[src/rtl/stage3_frame_ctrl.sv]
// Frame sequencer ahead of stage-3 CNN: forwards one frame of ReLU beats, then holds one ASCII result.
// Optional result-wait timeout enabled by defining STAGE3_FRAME_CTRL_TIMEOUT_EN. DATA_W mirrors CI*IF_BW.
module stage3_frame_ctrl #(
  parameter int DATA_W          = 32,
  parameter int BEATS_PER_FRAME = 36,
  parameter int CNT_W           = 6,
  parameter int TIMEOUT_CYC     = 256
) (
  input  logic              clk,
  input  logic              reset,
  input  logic              i_start,
  output logic              o_busy,
  input  logic              i_relu_valid,
  input  logic [DATA_W-1:0] i_relu_data,
  output logic              o_relu_valid,
  output logic [DATA_W-1:0] o_relu_data,
  input  logic              i_res_valid,
  input  logic [7:0]        i_res_alpha,
  output logic              o_char_valid,
  input  logic              i_char_ready,
  output logic [7:0]        o_char,
  output logic              o_frame_done,
  output logic              o_drop,
`ifdef STAGE3_FRAME_CTRL_TIMEOUT_EN
  output logic              o_timeout,
`endif
  output logic [1:0]        o_state
);

  // Character handshake: o_char transfers on any cycle where o_char_valid && i_char_ready;
  // o_char_valid never drops and o_char never changes until that transfer happens.

  typedef enum logic [1:0] {IDLE = 2'd0, STREAM = 2'd1, WAIT_RES = 2'd2, HOLD = 2'd3} state_t;

  localparam logic [CNT_W-1:0] LAST_BEAT = CNT_W'(BEATS_PER_FRAME - 1);

  state_t           state;
  logic [CNT_W-1:0] beat_cnt;

`ifdef STAGE3_FRAME_CTRL_TIMEOUT_EN
  localparam int               WAIT_W    = $clog2(TIMEOUT_CYC + 1);
  localparam logic [WAIT_W-1:0] WAIT_LAST = WAIT_W'(TIMEOUT_CYC - 1);
  logic [WAIT_W-1:0] wait_cnt;
`endif

  assign o_state = state;
  assign o_busy  = (state != IDLE);

  always_ff @(posedge clk or posedge reset) begin
    if (reset) begin
      state        <= IDLE;
      beat_cnt     <= '0;
      o_relu_valid <= 1'b0;
      o_relu_data  <= '0;
      o_char_valid <= 1'b0;
      o_char       <= 8'h00;
      o_frame_done <= 1'b0;
      o_drop       <= 1'b0;
`ifdef STAGE3_FRAME_CTRL_TIMEOUT_EN
      wait_cnt     <= '0;
      o_timeout    <= 1'b0;
`endif
    end else begin
      o_relu_valid <= 1'b0;
      o_frame_done <= 1'b0;
      o_drop       <= 1'b0;
`ifdef STAGE3_FRAME_CTRL_TIMEOUT_EN
      wait_cnt     <= '0;
`endif
      case (state)
        IDLE: begin
          // A beat coinciding with i_start is still outside the frame and is dropped.
          if (i_relu_valid || i_res_valid) o_drop <= 1'b1;
          if (i_start) begin
            state    <= STREAM;
            beat_cnt <= '0;
          end
        end
        STREAM: begin
          if (i_res_valid) o_drop <= 1'b1;
          if (i_relu_valid) begin
            o_relu_valid <= 1'b1;
            o_relu_data  <= i_relu_data;
            if (beat_cnt == LAST_BEAT) begin
              beat_cnt <= '0;
              state    <= WAIT_RES;
            end else begin
              beat_cnt <= beat_cnt + 1'b1;
            end
          end
        end
        WAIT_RES: begin
          if (i_relu_valid) o_drop <= 1'b1;
          if (i_res_valid) begin
            o_char       <= i_res_alpha;
            o_char_valid <= 1'b1;
            state        <= HOLD;
          end
`ifdef STAGE3_FRAME_CTRL_TIMEOUT_EN
          // Real result takes priority over a timeout landing in the same cycle.
          else if (wait_cnt == WAIT_LAST) begin
            o_char       <= 8'h3F;
            o_char_valid <= 1'b1;
            o_timeout    <= 1'b1;
            state        <= HOLD;
          end else begin
            wait_cnt <= wait_cnt + 1'b1;
          end
`endif
        end
        HOLD: begin
          if (i_relu_valid || i_res_valid) o_drop <= 1'b1;
          if (i_char_ready) begin
            o_char_valid <= 1'b0;
            o_frame_done <= 1'b1;
            state        <= IDLE;
          end
        end
        default: state <= IDLE;
      endcase
    end
  end

endmodule

[config.mk]
export PLATFORM = sky130hd
export DESIGN_NAME = stage3_frame_ctrl
export DESIGN_NICKNAME = d
export VERILOG_FILES = /design/src/rtl/stage3_frame_ctrl.sv
export SDC_FILE = /design/constraint.sdc
export NUM_CORES = 1
export LEC_CHECK = 0
export CAP_MARGIN = 20
export CELL_PAD_IN_SITES_DETAIL_PLACEMENT = 2
export CELL_PAD_IN_SITES_GLOBAL_PLACEMENT = 2
export CORE_ASPECT_RATIO = 0.9
export CORE_MARGIN = 2
export CORE_UTILIZATION = 29
export CTS_CLUSTER_SIZE = 40
export DETAILED_ROUTE_END_ITERATION = 7
export PLACE_DENSITY = 0.92
export SETUP_SLACK_MARGIN = 0.5
export SKIP_CTS_REPAIR_TIMING = 1
export SYNTH_ARGS = -nofsm -noshare
export SYNTH_HDL_FRONTEND = slang
export SYNTH_SLANG_ARGS = --single-unit
[constraint.sdc]
create_clock -name clk -period 4.9 [get_ports clk]
set_input_delay 0.98 -clock clk [delete_from_list [all_inputs] [get_ports clk]]
set_output_delay 0.98 -clock clk [all_outputs]
set_load 0.005 [all_outputs]
==> PnR_summary.wiki, run 1 <==
{| class="wikitable"
! Metric !! Value
|-
| Top-Level Pins || 93
|-
| Kind of end point of the critical path || flip-flop
|-
| Total of max-cap violations || 0
|-
| Largest net degree at the start of global routing || 28
|-
| Proportion of layout cells with a drive suffix above 1 || 0.2157
|-
| Commonest cells after routing, fill and taps aside || clkdlybuf4s50_1 (92), dfrtp_1 (52), mux2_2 (41)
|-
| Placed Area || 3228 um^2
|-
| Register share of total power || 0.383
|-
| First-pass iteration count of the detailed router || 4
|-
| Pre-CTS setup slack || 1888 ps
|-
| Post-route total power || 1.960 mW
|-
| Relative slew slack || 0.5945
|-
| Last weighted congestion value of the routability-driven placer || 0.6795
|-
| Area grow syn2layout || 52.69%
|-
| Kind of launch point of the worst setup path || primary input
|-
| Row Count || 30
|-
| Internal power || 1.386 mW
|-
| Clock-pin slew on the worst setup and hold paths || 90 ps
|-
| Total of warnings raised by yosys || 0
|-
| Initial antenna violation count || 0
|-
| Cell leakage power || 1.413 nW
|-
| Smallest setup slack after layout || 2228 ps
|-
| Most frequent standard cell in the layout excluding fill and tap cells || clkdlybuf4s50_1
|-
| Wire length of the first global-routing pass || 9197 um
|-
| Slowest CP cell || clkdlybuf4s50_1
|-
| Number of different library cells in the post-synthesis netlist || 27
|-
| TNS Setup || 0 ps
|-
| Bufs and invs on worst path || 2
|-
| Power per Cell Area || 587.5 nW/um^2
|-
| Area of the core region || 7432 um^2
|-
| Full die area || 8245 um^2
|-
| Worst-case clock buffer depth || 2
|-
| Switching power || 0.5740 mW
|-
| Clk pwr share || 0.150
|-
| TritonCTS sink count || 52
|-
| CP Class || in2reg
|-
| Share of the clock period used by the worst path after layout || 0.5453
|-
| Total clock buffers created by CTS || 5
|-
| Final design instance area without fill || 3336 um^2
|-
| Arrival time at the worst endpoint || 2860 ps
|-
| Mapped Area || 2185 um^2
|-
| Required time reported for the critical path endpoint || 5090 ps
|-
| Starting Density || 0.2939
|-
| Measured slew at the worst slew-check pin || 607.4 ps
|-
| Peak Freq || 374.3 MHz
|-
| Clk Latency, worst-skew pair || 300 ps
|-
| Synthesized Nets || 210
|-
| Final routed wire length divided by cell count || 16.39 um
|-
| Clock tree from TritonCTS || done
|-
| Horizontal die dimension || 95.49 um
|-
| Clk Tree Root Cell || clkbuf_8
|-
| Gr ovfl total || 0
|-
| Number of filler cells placed in the layout || 762
|-
| Largest stage delay on the critical path || 580 ps
|-
| Yosys reg bits || 52
|-
| Crit-path cells || clkdlybuf4s50_1, nand2_1, buf_4, mux2_2
|-
| Switching share of total power || 0.2929
|-
| RSZ-0062 raised after global routing || no
|-
| Worst Hold Class || reg2reg
|-
| Part of the Yosys area used for sequential elements || 0.5956
|-
| # port buffers || 92
|-
| Final Util || 0.4488
|-
| Setup-failing EPs final || 0
|-
| Peak supply drop || 0.0002052 V
|-
| Total wire length || 5754 um
|-
| Shortest period the worst path allows || 2672 ps
|-
| Number of failing hold endpoints at the final stage || 0
|-
| Number of max-slew violations in the final report || 0
|-
| Final cell count without fillers || 351
|-
| Die boundary height || 86.34 um
|-
| Worst hold margin || 509.2 ps
|-
| Placed insts || 343
|-
| Detailed-placement wirelength estimate || 4510 um
|-
| Largest delay share family, worst path || buffers and inverters
|-
| Remaining DRCs || 0
|-
| Mean instance size in the synthesized netlist || 13.83 um^2
|-
| Post-detailed-route via-to-cell ratio || 4.556
|-
| Antenna diode count || 0
|-
| Total via count after detailed routing || 1599
|-
| Post-Syn Instances || 158
|-
| Number of H-tree levels || 2
|-
| Via count of the first global-routing pass || 1842
|-
| Top fanout value on the critical path || 20
|-
| Total routing resource utilization after global routing || 0.1439
|-
| Remaining antenna violation count || 0
|-
| DRC marker count from the first detailed-route iteration || 50
|-
| Combinational power share || 0.467
|-
| Net count, final || 306
|-
| Run status || finished, final reports clean
|-
| Clock Skews || 10.76 ps
|}
## cell families (layout without fill, tap and decap cells)
group	after synthesis	in the layout	share of synthesized area
adders and majority gates	6	6	0.03436
DFF	52	52	0.5956
and+or+nand+nor	25	25	0.06071
xor gates and xnor gates	2	2	0.008020
buffers and inverters	14	111	0.02692
AOI/OAI and AO/OA	13	13	0.03780
muxes	46	46	0.2365
## power by group through the flow
stage	Sequential, mW	Combinational [mW]	Clock (mW)
2_1_floorplan	0.759	0.385	0
3_3_place_gp	0.746	0.898	0
6_report	0.750	0.916	0.294
3_5_place_dp	0.762	0.933	0
4_1_cts	0.754	0.938	0.304
5_1_grt	0.780	1.00	0.324
## final timing paths
check / endpoint / cells past startpoint / start / slack [ps]
hold reg to reg: o_relu_data[30] / 1 / o_relu_data[30] / 510
hold / removal: o_relu_data[30] / 1 / o_relu_data[30] / 510
min in group asynchronous: o_char[4] / 2 / reset / 1070
max in group asynchronous: o_relu_data[29] / 3 / reset / 3270
setup reg to reg: o_relu_data[6] / 5 / o_state[1] / 2650
setup / recovery: o_relu_data[6] / 4 / i_relu_valid / 2230
## registers in the layout, summed over array words and instances (netlist names)
signal / flops
o_frame_done: 1
beat_cnt: 6
o_char: 8
o_char_valid: 1
o_relu_valid: 1
o_drop: 1
o_relu_data: 32
o_state: 2
## cell type report
type	instances	area, um^2	share of cell area
clock buffers	6	72.57	0.02176
multi-input cells	92	824.5	0.2472
well taps	96	120.1	0.03601
inverters	9	33.78	0.01013
repair buffers	94	948.4	0.2843
clock inverters	2	35.03	0.01050
flip-flops and latches	52	1301	0.3901
## routing by layer
metal / global-route usage / wire [um] / vias to the layer above
met4: 0.02338 / 18 / 0
li1: - / - / 734
met5: 0 / 0 / -
met3: 0.04957 / 418 / 2
met2: 0.2516 / 2988 / 51
met1: 0.1748 / 2329 / 812
## Yosys cell counts
master     number  area (um^2)
a21oi_1         3        15.01
a221o_2         1        11.26
a2bb2oi_1       1        8.760
a31oi_1         2        12.51
and2_1          1        6.260
and2_2          1        7.510
buf_2           5        25.02
dfrtp_1        52         1301
ha_1            6        75.07
inv_1           9        33.78
mux2_2         41        461.7
mux2_4          1        15.01
mux2i_1         4        40.04
nand2_1         9        33.78
nand2b_1        2        12.51
nand3_1         3        15.01
nand4_1         1        6.260
nor2_1          4        15.01
nor2b_1         1        6.260
nor4b_1         1        8.760
nor4b_2         1        15.01
o21ai_0         4        20.02
o22ai_1         1        6.260
o41ai_1         1        8.760
or3_1           1        6.260
xnor2_1         1        8.760
xor2_1          1        8.760
No activity file was read; power rests on OpenSTA's default activity.
==> inputs of run 2 (changes only) <==
CORE_UTILIZATION = 27   (was 29)
PLACE_DENSITY = 0.87   (was 0.92)
clock period = 2.6 ns   (was 4.9 ns; I/O delays follow)
==> run 2 against run 1 <==
  * Final area is 1.1% higher
  * Clock skew is 4.0 ps higher
  * Clock-buffer cell count is 1 lower
  * Sequential power is 88% higher
  * Largest power group unchanged
==> PnR_summary.wiki, run 2 (same netlist as run 1, synthesis figures left out) <==
{| class="wikitable"
! Metric !! Value
|-
| Number of H-tree levels || 2 (unchanged)
|-
| Clock tree from TritonCTS || done (unchanged)
|-
| Worst Hold Class || reg2reg (unchanged)
|-
| Initial antenna violation count || 0 (unchanged)
|-
| Wire length of the first global-routing pass || 9494 um (was 9197 um)
|-
| Total routing resource utilization after global routing || 0.1354 (was 0.1439)
|-
| Relative slew slack || 0.6414 (was 0.5945)
|-
| Cell leakage power || 1.413 nW (about the same)
|-
| Clk Latency, worst-skew pair || 310 ps (was 300 ps)
|-
| DRC marker count from the first detailed-route iteration || 46 (was 50)
|-
| Antenna diode count || 0 (unchanged)
|-
| Peak Freq || 476.4 MHz
|-
| Number of max-slew violations in the final report || 0 (unchanged)
|-
| Multi-input gate area in the final layout || 839.6 um^2 (was 824.5 um^2)
|-
| Final routed wire length divided by cell count || 16.47 um (was 16.39 um)
|-
| Top fanout value on the critical path || 4 (was 20)
|-
| Max reg flops || 32 (unchanged)
|-
| Run status || finished, final reports clean (unchanged)
|-
| TNS Setup || 0 ps (unchanged)
|-
| Pre-CTS setup slack || 458.6 ps (was 1888 ps)
|-
| Area taken by flip-flops and latches || 1303 um^2 (was 1301 um^2)
|-
| Peak supply drop || 0.0003706 V (was 0.0002052 V)
|-
| CP Class || reg2out (was in2reg)
|-
| Total of max-cap violations || 0 (unchanged)
|-
| Launch point of the worst hold path || o_relu_data[8] (was o_relu_data[30])
|-
| Most frequent standard cell in the layout excluding fill and tap cells || clkdlybuf4s50_1 (unchanged)
|-
| Number of filler cells placed in the layout || 821 (was 762)
|-
| Met3 layer usage reported by global route || 0.03831 (was 0.04957)
|-
| Gr ovfl total || 0 (unchanged)
|-
| Row Count || 31 (was 30)
|-
| Area of the core region || 7951 um^2 (was 7432 um^2)
|-
| # port buffers || 92 (unchanged)
|-
| RSZ-0062 raised after global routing || yes (was no)
|-
| Clock-pin slew on the worst setup and hold paths || 110 ps (was 90 ps)
|-
| Largest net degree at the start of global routing || 34 (was 28)
|-
| Remaining DRCs || 0 (unchanged)
|-
| Net count, final || 308 (was 306)
|-
| TritonCTS sink count || 52 (unchanged)
|-
| Layer with the highest usage || met2 (unchanged)
|-
| Full die area || 8828 um^2 (was 8245 um^2)
|-
| Proportion of layout cells with a drive suffix above 1 || 0.2374 (was 0.2157)
|-
| Horizontal die dimension || 98.82 um (was 95.49 um)
|-
| Met2 track utilization from global routing || 0.2432 (was 0.2516)
|-
| First-pass iteration count of the detailed router || 2 (was 4)
|-
| Worst-case clock buffer depth || 2 (unchanged)
|-
| Last weighted congestion value of the routability-driven placer || 0.7625 (was 0.6795)
|-
| Remaining antenna violation count || 0 (unchanged)
|-
| Measured slew at the worst slew-check pin || 537.2 ps (was 607.4 ps)
|-
| Total wire length || 5864 um (was 5754 um)
|-
| Most flop-heavy register || o_relu_data (unchanged)
|-
| Top-Level Pins || 93 (unchanged)
|-
| Power per Cell Area || 1098 nW/um^2 (was 587.5 nW/um^2)
|-
| Setup-failing EPs final || 0 (unchanged)
|-
| Arrival time at the worst endpoint || 1580 ps (was 2860 ps)
|-
| Registers with the highest flip-flop counts || o_relu_data x32, o_char x8, beat_cnt x6 (unchanged)
|-
| Share of the clock period used by the worst path after layout || 0.8073
|-
| Grt met1 use || 0.1624 (was 0.1748)
|-
| Reg2Reg Depth || 5 (unchanged)
|-
| Die boundary height || 89.34 um (was 86.34 um)
|-
| Number of failing hold endpoints at the final stage || 0 (unchanged)
|-
| Shortest period the worst path allows || 2099 ps
|-
| Kind of end point of the critical path || output port (was flip-flop)
|-
| Worst Hold Path Cells || 1 (unchanged)
|-
| Area grow syn2layout || 54.30% (was 52.69%)
|-
| Detailed-placement wirelength estimate || 4419 um (was 4510 um)
|-
| Smallest setup slack after layout || 501.0 ps (was 2228 ps)
|-
| Total clock buffers created by CTS || 5 (unchanged)
|-
| Worst setup path startpoint || o_state[0] (was i_relu_valid)
|-
| Commonest cells after routing, fill and taps aside || clkdlybuf4s50_1 (92), dfrtp_1 (51), mux2_2 (41) (was clkdlybuf4s50_1 (92), dfrtp_1 (52), mux2_2 (41))
|-
| Total via count after detailed routing || 1623 (was 1599)
|-
| Starting Density || 0.2747 (was 0.2939)
|-
| Kind of launch point of the worst setup path || flip-flop (was primary input)
|-
| Reg-to-reg startpoint || beat_cnt[0] (was o_state[1])
|-
| Clock Skews || 14.74 ps (was 10.76 ps)
|-
| Clk Tree Root Cell || clkbuf_8 (unchanged)
|-
| Via count of the first global-routing pass || 1824 (was 1842)
|-
| Post-detailed-route via-to-cell ratio || 4.559 (was 4.556)
|-
| Required time reported for the critical path endpoint || 2080 ps (was 5090 ps)
|}
==> run 2: report_power, final <==
group / total (mW) / switching, mW / internal, mW
Sequential: 1.41 / 0.222 / 1.19
Combinational: 1.80 / 0.615 / 1.18
Clock: 0.489 / 0.292 / 0.197
==> run 2: per-stage QoR <==
stage / cell area, um^2 / cells / utilization / hold WS [ps] / power, mW
CTS: 3339 / 354 / 0.4200 / 518.9 / 3.714
detailed placement: 3244 / 346 / 0.4080 / 494.6 / 3.208
floorplan: 2185 / 158 / - / 504.1 / 2.155
finish: 3371 / 356 / 0.4239 / 512.1 / 3.702
global route: 3371 / 356 / 0.4239 / 538.7 / 3.992
global placement: 3244 / 346 / 0.4080 / 486.7 / 3.109
==> run 2: metal layers <==
layer | part of all wire | wire length (um)
met4 | 0.0082 | 48
met2 | 0.53 | 3126
met5 | 0 | 0
met3 | 0.061 | 358
met1 | 0.40 | 2331
==> run 2: area by class of cell <==
type                       count  share of cell area
clock buffer                   5             0.02042
clock inverter                 3            0.007795
inverter                       9             0.01002
multi-input combinational     92              0.2491
sequential                    52              0.3864
tap                           99             0.03675
timing repair buffer          96              0.2895
==> run 2: worst max-delay path: stages, from the launching register on <==
cell and delay (ps):
dfrtp_1 400, inv_1 130, ha_4 200, inv_1 50, clkdlybuf4s50_1 490
==> run 2: final timing paths <==
| check | end | slack, ps |
|---|---|---|
| max in group asynchronous | o_state[1] | 1460 |
| min reg2reg | o_relu_data[8] | 510 |
| max | o_busy | 500 |
| min | o_relu_data[8] | 510 |
| max reg2reg | o_state[1] | 720 |
| min in group asynchronous | o_relu_data[23] | 560 |
